$ cat config.mk
export PLATFORM = sky130hd
export DESIGN_NAME = writeback_stage
export DESIGN_NICKNAME = d
export VERILOG_FILES = /design/src/rtl/writeback_stage.sv
export SDC_FILE = /design/constraint.sdc
export NUM_CORES = 1
export LEC_CHECK = 0
export ABC_AREA = 0
export CORE_MARGIN = 2
export CORE_UTILIZATION = 52
export CTS_CLUSTER_SIZE = 30
export DETAILED_ROUTE_END_ITERATION = 10
export PLACE_DENSITY = 0.91
export SLEW_MARGIN = 40
export SYNTH_ARGS = -nofsm -noshare
export SYNTH_HDL_FRONTEND = slang
export SYNTH_SLANG_ARGS = --single-unit
$ cat constraint.sdc
create_clock -name clk -period 3.05 [get_ports clk]
set_input_delay 0.4575 -clock clk [delete_from_list [all_inputs] [get_ports clk]]
set_output_delay 0.4575 -clock clk [all_outputs]
set_load 0.02 [all_outputs]
$ cat src/rtl/writeback_stage.sv
// writeback_stage
//
// Final pipeline stage.  A stage register captures the memory-stage bundle,
// drives the register-file write port and a registered output port, and
// reassembles two consecutive popped 16-bit stack words into a 32-bit
// return target for RET / RTI.
//
// Ports
//   clk           sole clock, rising edge
//   rst           asynchronous, active-low reset
//   stall         hold stage register, FSM state and out_port
//   flush         load a bubble into the stage register, abort a pending return
//   mem_data      memory-stage read data (also the popped stack word)
//   alu_result    ALU result forwarded through the memory stage
//   rdst          destination register index
//   reg_write     register-file write request
//   mem_to_reg    select mem_data (1) or alu_result (0) for writeback
//   out_port_en   copy the writeback value to out_port
//   ret_pop       mem_data is a popped RET return-address word
//   rti_pop       mem_data is a popped RTI return-address word
//   wb_en         register-file write enable
//   wb_addr       register-file write address
//   wb_data       register-file write data
//   out_port      registered output port
//   pc_load       one-cycle redirect strobe towards fetch
//   pc_target     32-bit return target, held between redirects
//   flag_restore  redirect comes from an RTI, restore flags
//
// Build option
//   WB_FORWARD_EN  when defined, adds fwd_valid / fwd_rdst / fwd_data which
//                  mirror the writeback port for execute-stage forwarding.

module writeback_stage (
  input  logic        clk,
  input  logic        rst,
  input  logic        stall,
  input  logic        flush,
  input  logic [15:0] mem_data,
  input  logic [15:0] alu_result,
  input  logic [2:0]  rdst,
  input  logic        reg_write,
  input  logic        mem_to_reg,
  input  logic        out_port_en,
  input  logic        ret_pop,
  input  logic        rti_pop,
  output logic        wb_en,
  output logic [2:0]  wb_addr,
  output logic [15:0] wb_data,
  output logic [15:0] out_port,
  output logic        pc_load,
  output logic [31:0] pc_target,
`ifdef WB_FORWARD_EN
  output logic        flag_restore,
  output logic        fwd_valid,
  output logic [2:0]  fwd_rdst,
  output logic [15:0] fwd_data
`else
  output logic        flag_restore
`endif
);

  typedef struct packed {
    logic [15:0] mem_data;
    logic [15:0] alu_result;
    logic [2:0]  rdst;
    logic        reg_write;
    logic        mem_to_reg;
    logic        out_port_en;
    logic        ret_pop;
    logic        rti_pop;
  } stage_t;

  typedef enum logic [0:0] {
    IDLE     = 1'b0,
    WAIT_LOW = 1'b1
  } ret_state_t;

  // A bubble clears every field so nothing stale leaks onto the write port.
  localparam stage_t BUBBLE = stage_t'({$bits(stage_t){1'b0}});

  stage_t      stage_r;
  stage_t      stage_next_s;
  ret_state_t  state_r;
  ret_state_t  state_next_s;
  logic [15:0] hi_r;
  logic [15:0] hi_next_s;
  logic        kind_rti_r;
  logic        kind_rti_next_s;
  logic [31:0] pc_target_r;
  logic [31:0] pc_target_s;
  logic [15:0] out_port_r;
  logic        pop_s;
  logic        pc_load_s;
  logic [15:0] wb_data_s;

  // Stage register next value: flush beats stall, stall holds.
  always_comb begin
    stage_next_s = stage_r;
    if (flush) begin
      stage_next_s = BUBBLE;
    end else if (stall) begin
      stage_next_s = stage_r;
    end else begin
      stage_next_s.mem_data    = mem_data;
      stage_next_s.alu_result  = alu_result;
      stage_next_s.rdst        = rdst;
      stage_next_s.reg_write   = reg_write;
      stage_next_s.mem_to_reg  = mem_to_reg;
      stage_next_s.out_port_en = out_port_en;
      stage_next_s.ret_pop     = ret_pop;
      stage_next_s.rti_pop     = rti_pop;
    end
  end

  // Stage register.
  always_ff @(posedge clk or negedge rst) begin
    if (!rst) begin
      stage_r <= BUBBLE;
    end else begin
      stage_r <= stage_next_s;
    end
  end

  // Writeback datapath from the staged entry; popped words never reach the
  // register file.
  always_comb begin
    pop_s     = stage_r.ret_pop | stage_r.rti_pop;
    wb_data_s = stage_r.mem_to_reg ? stage_r.mem_data : stage_r.alu_result;
  end

  // Return-assembly FSM: first popped word is the high half, the next popped
  // word is the low half.  Non-pop entries in between are simply waited out.
  // The redirect strobe is suppressed while the stage is stalled or flushed,
  // so a held pop entry produces exactly one pulse once the stall drops.
  always_comb begin
    state_next_s    = state_r;
    hi_next_s       = hi_r;
    kind_rti_next_s = kind_rti_r;
    pc_load_s       = 1'b0;
    if (flush) begin
      state_next_s    = IDLE;
      hi_next_s       = 16'h0000;
      kind_rti_next_s = 1'b0;
    end else if (stall) begin
      state_next_s    = state_r;
      hi_next_s       = hi_r;
      kind_rti_next_s = kind_rti_r;
    end else begin
      case (state_r)
        IDLE: begin
          if (pop_s) begin
            state_next_s    = WAIT_LOW;
            hi_next_s       = stage_r.mem_data;
            // RTI wins when both pop kinds are flagged on the same word.
            kind_rti_next_s = stage_r.rti_pop;
          end else begin
            state_next_s = IDLE;
          end
        end
        WAIT_LOW: begin
          if (pop_s) begin
            pc_load_s    = 1'b1;
            state_next_s = IDLE;
          end else begin
            state_next_s = WAIT_LOW;
          end
        end
        default: begin
          state_next_s    = IDLE;
          hi_next_s       = 16'h0000;
          kind_rti_next_s = 1'b0;
        end
      endcase
    end
  end

  // FSM state, latched high word and return kind.
  always_ff @(posedge clk or negedge rst) begin
    if (!rst) begin
      state_r    <= IDLE;
      hi_r       <= 16'h0000;
      kind_rti_r <= 1'b0;
    end else begin
      state_r    <= state_next_s;
      hi_r       <= hi_next_s;
      kind_rti_r <= kind_rti_next_s;
    end
  end

  // The target is visible in the strobe cycle itself and then held.
  always_comb begin
    if (pc_load_s) begin
      pc_target_s = {hi_r, stage_r.mem_data};
    end else begin
      pc_target_s = pc_target_r;
    end
  end

  // Held copy of the last redirect target.
  always_ff @(posedge clk or negedge rst) begin
    if (!rst) begin
      pc_target_r <= 32'h0000_0000;
    end else begin
      pc_target_r <= pc_target_s;
    end
  end

  // Registered output port, frozen under stall.
  always_ff @(posedge clk or negedge rst) begin
    if (!rst) begin
      out_port_r <= 16'h0000;
    end else if (!stall && stage_r.out_port_en) begin
      out_port_r <= wb_data_s;
    end else begin
      out_port_r <= out_port_r;
    end
  end

  assign wb_en        = stage_r.reg_write & ~pop_s;
  assign wb_addr      = stage_r.rdst;
  assign wb_data      = wb_data_s;
  assign out_port     = out_port_r;
  assign pc_load      = pc_load_s;
  assign pc_target    = pc_target_s;
  assign flag_restore = pc_load_s & kind_rti_r;

`ifdef WB_FORWARD_EN
  assign fwd_valid = wb_en;
  assign fwd_rdst  = wb_addr;
  assign fwd_data  = wb_data_s;
`endif

endmodule
==> flow_summary.yaml <==
finish:
  fill_cells: 569
  diodes: 0
  multi_input_area_mm2: 0.00154
  register_area_mm2: 0.00265
  area_delta_synth_final_pct: 31.6
  layoutNonFillerInstCount: 521
  drive_gt1_frac: 0.221
  layout.nets: 456
global_route:
  overflow: 0
  antenna_found_initial: 0
  grt_usage: 0.216
  grt_pass1_wl_um: 14900
  grt_pass1_vias: 2915
  grt_max_degree: 62
floorplanning:
  die_w_um: 95.4
  start_util: 0.534
  dieHeight_um: 95.4
  die-area_mm2: 0.00910
  rows: 33
  core_area_mm2: 0.00813
  io_pins: 114
timing:
  worstMarginPinSlew_ps: 764
  max_freq_ghz: 0.343
  setup_ws_ps: 134
  drv_slew: 0
  finalSetupTns_ps: 0
  rsz0062_at_grt: "no"
  fin_crit_ps: 2920
  slew_headroom: 0.491
  fin_crit_sh: 0.956
  finalSetupViolCount: 0
  hold_violations: 0
  hold_ws_ps: 53.7
  finClkSkew_ps: 8.66
setup_path:
  crit_path_end_kind: "primary output"
  crit_required_ps: 2590
  crit_type: "reg2out"
  startpoint_type: "flip-flop"
  cp.arrival_ps: 2460
  worstPathMaxFanout: 34
logic_synthesis:
  ys_ff_latch: 106
  syn_area_per_cell_um2: 14.3
  synth_cell_type_count: 21
  async_flop_share: 1.00
  synth_edf_count: 0
  yosys-top-cells-count: "106 x dfrtp_1, 62 x mux2_2, 43 x nor2_1"
  synth_most_common_cell: "dfrtp_1"
  yosys-top-cells-area: "dfrtp_1 61%, mux2_2 16%, mux2i_1 9.5%, nor2_1 3.7%, a22o_1 3.2%"
  netlist.area_leader.share: 0.611
  yosysWarnings: 0
  ys.flop_type: "dfrtp_1"
  syn_inst: 303
  synth_area_mm2: 0.00434
  yosysTopAreaCell: "dfrtp_1"
  synth_nets: 348
  synth_seq_area_share: 0.611
clocking:
  clkSlewWorstSetupHoldPaths_ps: 110
  clock_path_buffers: 2
  ctsHoldBuffers: 0
  root_buffer: "clkbuf_8"
  cts_tree: "yes"
  cts_setup_buffers: 0
  htree_levels: 3
  cts_sinks: 106
  clk_latency_ps: 360
  numCtsBuffers: 9
  cts-resized-gates: 0
power:
  switching_share: 0.289
  p_int_mw: 2.12
  seqPwrFrac: 0.524
  p_sw_mw: 0.864
  vdd_drop_max_mv: 0.312
  p_comb_frac: 0.187
  finalPower_mw: 2.99
  pwr-share-clk: 0.290
  power.density_mw_per_mm2: 523
  p_leak_nw: 2.73
detailed_routing:
  postRouteAntennaNets: 0
  viasPerCell: 5.33
  drc: 0
  drtPass1Iterations: 4
  wire_per_inst_um: 18.3
  vias: 2778
  drtIter0Drc: 131
  drt-total-wl_um: 9540
place:
  place_ws_ps: 534
  post-dp-hpwl_um: 6830
  portBuffers: 113
  placed_cells: 504
  place.gp.congestion: 0.839
hold_path:
  hold_class: "in2async"
flow_run:
  drv_cap: 0
run_status:
  status: "complete, no violations"
[routing by layer]
metal,track usage,routed length (µm),vias to the layer above
met1,0.299,4260,1423
met3,0.0387,328,15
met5,0,0,-
met4,0.0893,188,0
li1,-,-,1265
met2,0.340,4760,75
[worst max-delay path, cell delays in order (launching register included)]
cell	delay [ps]
dfrtp_1	420
or2_4	280
ha_1	180
nor3b_4	150
buf_12	170
mux2_2	270
clkdlybuf4s50_1	610
[power by group through the flow]
stage,sequential [mW],clock [mW],combinational (mW)
after global routing,1.58,0.954,0.592
after CTS,1.56,0.888,0.563
after floorplan,1.61,0,0.248
final,1.56,0.865,0.557
after detailed placement,1.59,0,0.560
after global placement,1.58,0,0.545
[cell usage in the layout (no fill, tap or decap), types with 2 or more instances in the layout]
master           Yosys  routed
buf_2                8       2
clkdlybuf4s50_1      0     110
mux2_2              62      62
mux2i_1             41      41
dfrtp_1            106     106
mux2_1               2       2
inv_8                0       5
inv_6                0       2
a22o_1              16      16
buf_4                5       4
buf_12               0       2
clkbuf_8             0       9
nor2_1              43      43
[registers in the layout, indices dropped and copies added, names as in the netlist]
| register | count |
|---|---|
| wb_addr | 3 |
| pc_target_r | 32 |
| out_port | 16 |
| stage_r | 37 |
| hi_r | 16 |
| kind_rti_r | 1 |
| state_r | 1 |
[final cells by class]
cell class / count / area share
sequential: 106 / 0.464
multi-input combinational: 174 / 0.269
timing repair buffer: 119 / 0.209
tap: 105 / 0.0230
clock buffer: 9 / 0.0217
clock inverter: 7 / 0.0129
inverter: 1 / 0.000657
[path summary, 6_finish.rpt]
| check | to | slack [ps] | from | cells after the start |
|---|---|---|---|---|
| min in group clk | pc_target_r[3] | 500 | pc_target_r[3] | 1 |
| max reg2reg | pc_target_r[3] | 1380 | stage_r[0] | 5 |
| min | hi_r[8] | 50 | rst | 1 |
| max in group asynchronous | stage_r[25] | 2350 | rst | 2 |
| min reg2reg | pc_target_r[3] | 500 | pc_target_r[3] | 1 |
| max | pc_target[13] | 130 | stage_r[0] | 6 |
[per-stage QoR]
step	cell area [µm²]	util
global route	5710	0.703
finish	5710	0.703
CTS	5700	0.701
detailed placement	5510	0.677
floorplan	4340	-
global placement	5510	0.677
[cell families (layout without fill, tap and decap cells)]
logic type / after synthesis / in the layout / synth area share
multiplexers: 105 / 105 / 0.261
buffers and inverters: 23 / 136 / 0.0352
adder cells (fa/ha/maj): 1 / 1 / 0.00288
AND/OR/NAND/NOR: 49 / 49 / 0.0527
flip-flops: 106 / 106 / 0.611
AO/OA/AOI/OAI: 19 / 19 / 0.0378
(Power assumes the default switching activity.)
